<file path="src/rtl/sprite_fetcher.sv">
// Sprite fetcher: walks the active sprite list for one line, fetches tilemap and
// bitmap words over a single-outstanding handshake and writes doubled pixels to the line buffer.
`timescale 1ns/1ps

package sprite_fetcher_pkg;
    typedef struct packed {
        logic        x_flip;
        logic [5:0]  tile_count;
        logic [17:0] tilemap_addr;
    } active_tilemap_addr_t;

    typedef struct packed {
        logic [11:0] lb_addr;
        logic [17:0] tile_bitmap_addr;
    } active_bitmap_addr_t;
endpackage

module sprite_fetcher
    import sprite_fetcher_pkg::*;
#(
    parameter int unsigned LB_WIDTH = 1280
) (
    input  logic                 clk_draw,
    input  logic                 rst_draw,
    input  logic                 line,
    output logic [8:0]           sprite_index,
    input  logic                 valid,
    input  active_tilemap_addr_t tilemap_addr,
    input  active_bitmap_addr_t  bitmap_addr,
    output logic                 mem_req,
    output logic [17:0]          mem_addr,
    input  logic                 mem_ack,
    input  logic [15:0]          mem_rdata,
    output logic                 lb_we,
    output logic [11:0]          lb_addr,
    output logic [3:0]           lb_pixel,
    output logic                 done
);

    typedef enum logic [3:0] {
        IDLE, LOOKUP, CAPTURE, TMAP, BMAP0, BMAP1, DRAW, DONE, ABORT
    } state_t;

    state_t      state_q;
    logic [8:0]  idx_q;
    logic        req_q, we_q, done_q, flip_q;
    logic [17:0] addr_q, tm_q, tb_q;
    logic [11:0] x_q, lbx_q;
    logic [3:0]  pix_q, cnt_q;
    logic [5:0]  tc_q, t_q;
    logic [9:0]  tile_q;
    logic [15:0] w0_q, w1_q;

    logic [17:0] tile_addr_d, bmap_addr_d;
    logic [11:0] base_x_d, x_d;
    logic [3:0]  cnt_d, pix_d;
    logic [31:0] words_d;
    logic [2:0]  src_d;
    logic        we_d;

    // The first pixel is produced on the BMAP1 ack edge, so word1 comes straight from mem_rdata.
    always_comb begin
        tile_addr_d = flip_q ? (tm_q + 18'(tc_q) - 18'd1 - 18'(t_q)) : (tm_q + 18'(t_q));
        bmap_addr_d = tb_q + {7'd0, tile_q, 1'b0};
        base_x_d    = lbx_q + 12'({t_q, 4'd0});
        cnt_d       = (state_q == DRAW) ? cnt_q + 4'd1 : 4'd0;
        words_d     = (state_q == DRAW) ? {w1_q, w0_q} : {mem_rdata, w0_q};
        src_d       = cnt_d[3:1] ^ {3{flip_q}};
        pix_d       = words_d[{src_d, 2'b00} +: 4];
        x_d         = base_x_d + 12'(cnt_d);
        we_d        = (pix_d != '0) && (32'(x_d) < LB_WIDTH);
    end

    always_ff @(posedge clk_draw or posedge rst_draw) begin
        if (rst_draw) begin
            state_q <= IDLE;
            idx_q   <= '0;
            req_q   <= 1'b0;
            addr_q  <= '0;
            we_q    <= 1'b0;
            x_q     <= '0;
            pix_q   <= '0;
            done_q  <= 1'b0;
            flip_q  <= 1'b0;
            tc_q    <= '0;
            tm_q    <= '0;
            tb_q    <= '0;
            lbx_q   <= '0;
            t_q     <= '0;
            tile_q  <= '0;
            w0_q    <= '0;
            w1_q    <= '0;
            cnt_q   <= '0;
        end else begin
            we_q <= 1'b0;
            if (line && state_q != ABORT) begin
                done_q <= 1'b0;
                // A request accepted on this very edge needs no abort; its data is simply dropped.
                if (req_q && !mem_ack) begin
                    state_q <= ABORT;
                end else begin
                    req_q   <= 1'b0;
                    idx_q   <= '0;
                    state_q <= LOOKUP;
                end
            end else begin
                unique case (state_q)
                    IDLE, DONE: ;
                    LOOKUP: state_q <= CAPTURE;
                    CAPTURE: begin
                        if (!valid) begin
                            done_q  <= 1'b1;
                            state_q <= DONE;
                        end else if (tilemap_addr.tile_count == '0) begin
                            if (idx_q == 9'd511) begin
                                done_q  <= 1'b1;
                                state_q <= DONE;
                            end else begin
                                idx_q   <= idx_q + 9'd1;
                                state_q <= LOOKUP;
                            end
                        end else begin
                            flip_q  <= tilemap_addr.x_flip;
                            tc_q    <= tilemap_addr.tile_count;
                            tm_q    <= tilemap_addr.tilemap_addr;
                            lbx_q   <= bitmap_addr.lb_addr;
                            tb_q    <= bitmap_addr.tile_bitmap_addr;
                            t_q     <= '0;
                            state_q <= TMAP;
                        end
                    end
                    TMAP: begin
                        if (!req_q) begin
                            req_q  <= 1'b1;
                            addr_q <= tile_addr_d;
                        end else if (mem_ack) begin
                            req_q   <= 1'b0;
                            tile_q  <= mem_rdata[9:0];
                            state_q <= BMAP0;
                        end
                    end
                    BMAP0: begin
                        if (!req_q) begin
                            req_q  <= 1'b1;
                            addr_q <= bmap_addr_d;
                        end else if (mem_ack) begin
                            req_q   <= 1'b0;
                            w0_q    <= mem_rdata;
                            state_q <= BMAP1;
                        end
                    end
                    BMAP1: begin
                        if (!req_q) begin
                            req_q  <= 1'b1;
                            addr_q <= bmap_addr_d + 18'd1;
                        end else if (mem_ack) begin
                            req_q   <= 1'b0;
                            w1_q    <= mem_rdata;
                            cnt_q   <= cnt_d;
                            we_q    <= we_d;
                            x_q     <= x_d;
                            pix_q   <= pix_d;
                            state_q <= DRAW;
                        end
                    end
                    DRAW: begin
                        if (cnt_q == 4'd15) begin
                            if (32'(t_q) + 32'd1 < 32'(tc_q)) begin
                                t_q     <= t_q + 6'd1;
                                state_q <= TMAP;
                            end else if (idx_q == 9'd511) begin
                                done_q  <= 1'b1;
                                state_q <= DONE;
                            end else begin
                                idx_q   <= idx_q + 9'd1;
                                state_q <= LOOKUP;
                            end
                        end else begin
                            cnt_q <= cnt_d;
                            we_q  <= we_d;
                            x_q   <= x_d;
                            pix_q <= pix_d;
                        end
                    end
                    ABORT: begin
                        if (mem_ack) begin
                            req_q   <= 1'b0;
                            idx_q   <= '0;
                            done_q  <= 1'b0;
                            state_q <= LOOKUP;
                        end
                    end
                    default: state_q <= IDLE;
                endcase
            end
        end
    end

    assign sprite_index = idx_q;
    assign mem_req      = req_q;
    assign mem_addr     = addr_q;
    assign lb_we        = we_q;
    assign lb_addr      = x_q;
    assign lb_pixel     = pix_q;
    assign done         = done_q;

endmodule

</file>
<file path="config.mk">
export PLATFORM = sky130hd
export DESIGN_NAME = sprite_fetcher
export DESIGN_NICKNAME = d
export VERILOG_FILES = /design/src/rtl/sprite_fetcher.sv
export SDC_FILE = /design/constraint.sdc
export NUM_CORES = 1
export LEC_CHECK = 0
export ABC_AREA = 1
export BUFFER_PORTS_ARGS = -buffer_cell sky130_fd_sc_hd__buf_2
export CAP_MARGIN = 20
export CORE_MARGIN = 2
export CORE_UTILIZATION = 48
export DETAILED_ROUTE_END_ITERATION = 10
export PLACE_DENSITY = 0.67
export SYNTH_ARGS = -nofsm -noshare
export SYNTH_HDL_FRONTEND = slang
export SYNTH_SLANG_ARGS = --single-unit
</file>
<file path="constraint.sdc">
create_clock -name clk_draw -period 5.6 [get_ports clk_draw]
set_input_delay 0.84 -clock clk_draw [delete_from_list [all_inputs] [get_ports clk_draw]]
set_output_delay 0.84 -clock clk_draw [all_outputs]
set_load 0.1 [all_outputs]
</file>
==> flow_summary.toml <==
[timing]
finalMaxSlewViolations = 0
setup_tns_ps = 0
clock.fmax_mhz = 310
rsz0062_at_grt = "false"
fin_ws_ps = 2380
slew_headroom_pct = 45.7
fin_crit_ps = 3220
tightest_slew_ps = 811
hold_viol_final = 0
fin_crit_sh_pct = 57.6
skew_ps = 15.5
setup_viol = 0

[clock_tree]
cts_hold_buf = 0
clk_latency_ps = 440
ctsRootBufferMaster = "clkbuf_16"
htree_num_levels = 4
ctsResizeCount = 0
cts_buffers = 17
cts.clk_slew.worst_paths_ps = 80
cts_num_sinks = 157
cts_tree = "built"
cts_buffer_depth = 2
cts_setup_buffers = 0

[logic_synthesis]
async_reset_ff_share_pct = 100
syn_area_per_cell_um2 = 7.11
synth.ff_latch_count = 157
syn_inst = 1562
synth_edf_count = 0
syn_nets = 1716
synth_warnings = 0
yosysUniqueCellTypes = 54
seq_area_frac_synth_pct = 35.4
syn_area_um2 = 11100
ys.flop_type = "dfrtp_1"

[critical_path]
worstPathRequired_ps = 5890
setup.worst_path.start = "state_q[1]"
startpoint_type = "flip-flop"
critPathSlowestCell = "nor2_1"
end_kind = "flip-flop"
worst_ep_arrival_time_ps = 3510
timing.rr.end = "lb_addr[8]"
worst-r2r-cell-count = 10
max_stage_delay_ps = 640
crit_fanout = 33
r2r_slack_ps = 2380
critical_path_class = "flip-flop to flip-flop"
reg2reg_from = "state_q[1]"
crit_chain = "inv_2, nand3_1, nor2_1, inv_1, nor3_1, inv_2, nand2_4, inv_1, nand2_1, o21ai_0"

[floorplan]
initial_core_util_pct = 48.9
die_w_um = 156
die_h_um = 156
rows = 55
core_um2 = 22700
design.die.area_um2 = 24400
num_io_pins = 122

[global_route]
antenna_found_initial = 4
grt_pass1_wl_mm = 49.7
grt_pass1_vias = 9816
grt_max_degree = 71
track_usage_pct = 25.6
grt-ovfl-total = 0

[power]
p_leak_nw = 6.56
power_frac_clock_pct = 17.5
vdd_drop_max_uv = 289
power_density_nw_per_um2 = 542
p_int_w = 0.00320
switching_share_pct = 53.0
seqPwrFrac_pct = 25.7
switchingPower_w = 0.00361
pwr-share-comb_pct = 56.8

[cells_and_area]
syn_to_final_growth_pct = 13.0
design_area_um2 = 12500
fin_nets = 1822
utilization_pct = 55.3
layout-drive-gt1-share_pct = 13.0

[hold_path]
worstHoldEndpoint = "lb_addr[0]"
min_from = "lb_addr[0]"
min_path_type = "flip-flop to flip-flop"
worstHoldPathCells = 2

[routing]
via_count = 10431
dr.first_iter.drc_count = 748
viasPerCell = 5.30
wl_mm = 30.5
dr.pass1.iters = 7
drtAntennaViolNets = 0
avgRoutedWirePerCell_um = 15.5
drcViolationCount = 0

[placement]
placed_cell_area_um2 = 11900
dp_slack_ps = 2440
port_buffers = 121
gp_congestion = 0.899
dpl.hpwl_mm = 23.2

[run_status]
status = "finished clean"

[flow_run]
maxCapViolCount = 0
[power by group through the flow]
stage / logic (W) / clock network [W] / registers (W)
CTS: 0.00387 / 0.00121 / 0.00174
floorplan: 0.00234 / 0 / 0.00232
detailed placement: 0.00384 / 0 / 0.00176
finish: 0.00387 / 0.00119 / 0.00175
global placement: 0.00381 / 0 / 0.00176
global route: 0.00433 / 0.00126 / 0.00179
[routing by layer]
| layer | share of wire [%] | up-vias | global-route usage [%] |
|---|---|---|---|
| met5 | 0.043 | - | 0 |
| met1 | 48 | 4878 | 35.3 |
| met4 | 1.1 | 2 | 6.25 |
| met2 | 46 | 236 | 42.0 |
| met3 | 4.6 | 24 | 4.67 |
| li1 | - | 5291 | - |
[critical path: cells and delay by family (launching register included)]
kind / cells / cell delay (ps)
buffers and inverters: 4 / 1050
AOI/OAI and AO/OA: 1 / 90
and+or+nand+nor: 5 / 1450
DFF: 1 / 480
[cells in the mapped netlist (9+ instances only)]
| library cell | instances | share of area (%) |
|---|---|---|
| nand2_1 | 511 | 17 |
| inv_1 | 174 | 5.9 |
| dfrtp_1 | 157 | 35 |
| o21ai_0 | 150 | 6.8 |
| nand3_1 | 116 | 5.2 |
| nor2_1 | 87 | 2.9 |
| ha_1 | 68 | 7.7 |
| a21oi_1 | 57 | 2.6 |
| buf_2 | 21 | 0.95 |
| clkbuf_1 | 19 | 0.64 |
| xor2_1 | 19 | 1.5 |
| nand4_1 | 18 | 1.0 |
| or2_2 | 13 | 0.73 |
| a31oi_1 | 12 | 0.68 |
| fa_1 | 10 | 1.8 |
| o211ai_1 | 10 | 0.68 |
| o21ai_2 | 9 | 0.71 |
| xnor2_1 | 9 | 0.71 |
[cell families (layout without fill, tap and decap cells)]
logic type	after synthesis	in the layout	share of synthesized area, %
compound gates	277	277	14.1
xor+xnor	29	29	2.35
fa+ha+maj	78	78	9.46
buf+inv	229	348	8.11
flops	157	157	35.4
other cells	0	1	0
simple gates	792	792	30.6
[registers in the layout, indices dropped and copies added, names as in the netlist, 9 cells and up]
| register | flops |
|---|---|
| tile_q | 10 |
| lbx_q | 12 |
| mem_addr | 18 |
| w0_q | 16 |
| sprite_index | 9 |
| tm_q | 18 |
| lb_addr | 12 |
| w1_q | 16 |
| tb_q | 18 |
[metrics by stage]
step	hold slack [ps]	power, W	instances
finish	475	0.00680	1967
global route	489	0.00738	1967
CTS	479	0.00683	1965
detailed placement	461	0.00560	1933
global placement	460	0.00557	1933
floorplan	448	0.00466	1562
[area by class of cell]
cell class,instances,area (um2)
Antenna cell,1,2.50
Clock buffer,17,425
Clock inverter,15,170
Fill cell,2201,10200
Inverter,187,714
Multi-Input combinational cell,1176,6280
Sequential cell,157,3930
Timing Repair Buffer,129,673
Tap cell,285,357
[how the worst max path moves through the flow]
stage,end,depth (start not counted)
after floorplan,cnt_q[0],1
after global placement,lb_we,18
after detailed placement,lb_we,18
after CTS,lb_addr[8],10
after global routing,lb_we,18
final,lb_addr[8],10
[layout by cell type, fill, tap and decap left out, drive strengths merged, types with 2 or more instances in the layout]
| master | netlist | routed |
|---|---|---|
| a211oi | 4 | 4 |
| a21boi | 2 | 2 |
| a21o | 6 | 6 |
| a21oi | 57 | 57 |
| a22oi | 3 | 3 |
| a31oi | 12 | 12 |
| and2 | 3 | 3 |
| buf | 23 | 129 |
| clkbuf | 19 | 17 |
| clkinv | 2 | 9 |
| dfrtp | 157 | 157 |
| fa | 10 | 10 |
| ha | 68 | 68 |
| inv | 185 | 193 |
| nand2 | 521 | 521 |
| nand3 | 118 | 118 |
| nand3b | 9 | 9 |
| nand4 | 18 | 18 |
| nor2 | 93 | 93 |
| nor3 | 11 | 11 |
| nor3b | 2 | 2 |
| nor4 | 3 | 3 |
| o211ai | 10 | 10 |
| o21a | 2 | 2 |
| o21ai | 165 | 165 |
| o21bai | 3 | 3 |
| o22ai | 3 | 3 |
| o31ai | 5 | 5 |
| or2 | 13 | 13 |
| xnor2 | 9 | 9 |
| xor2 | 20 | 20 |
Note: power is estimated with default switching activity, not from simulation.
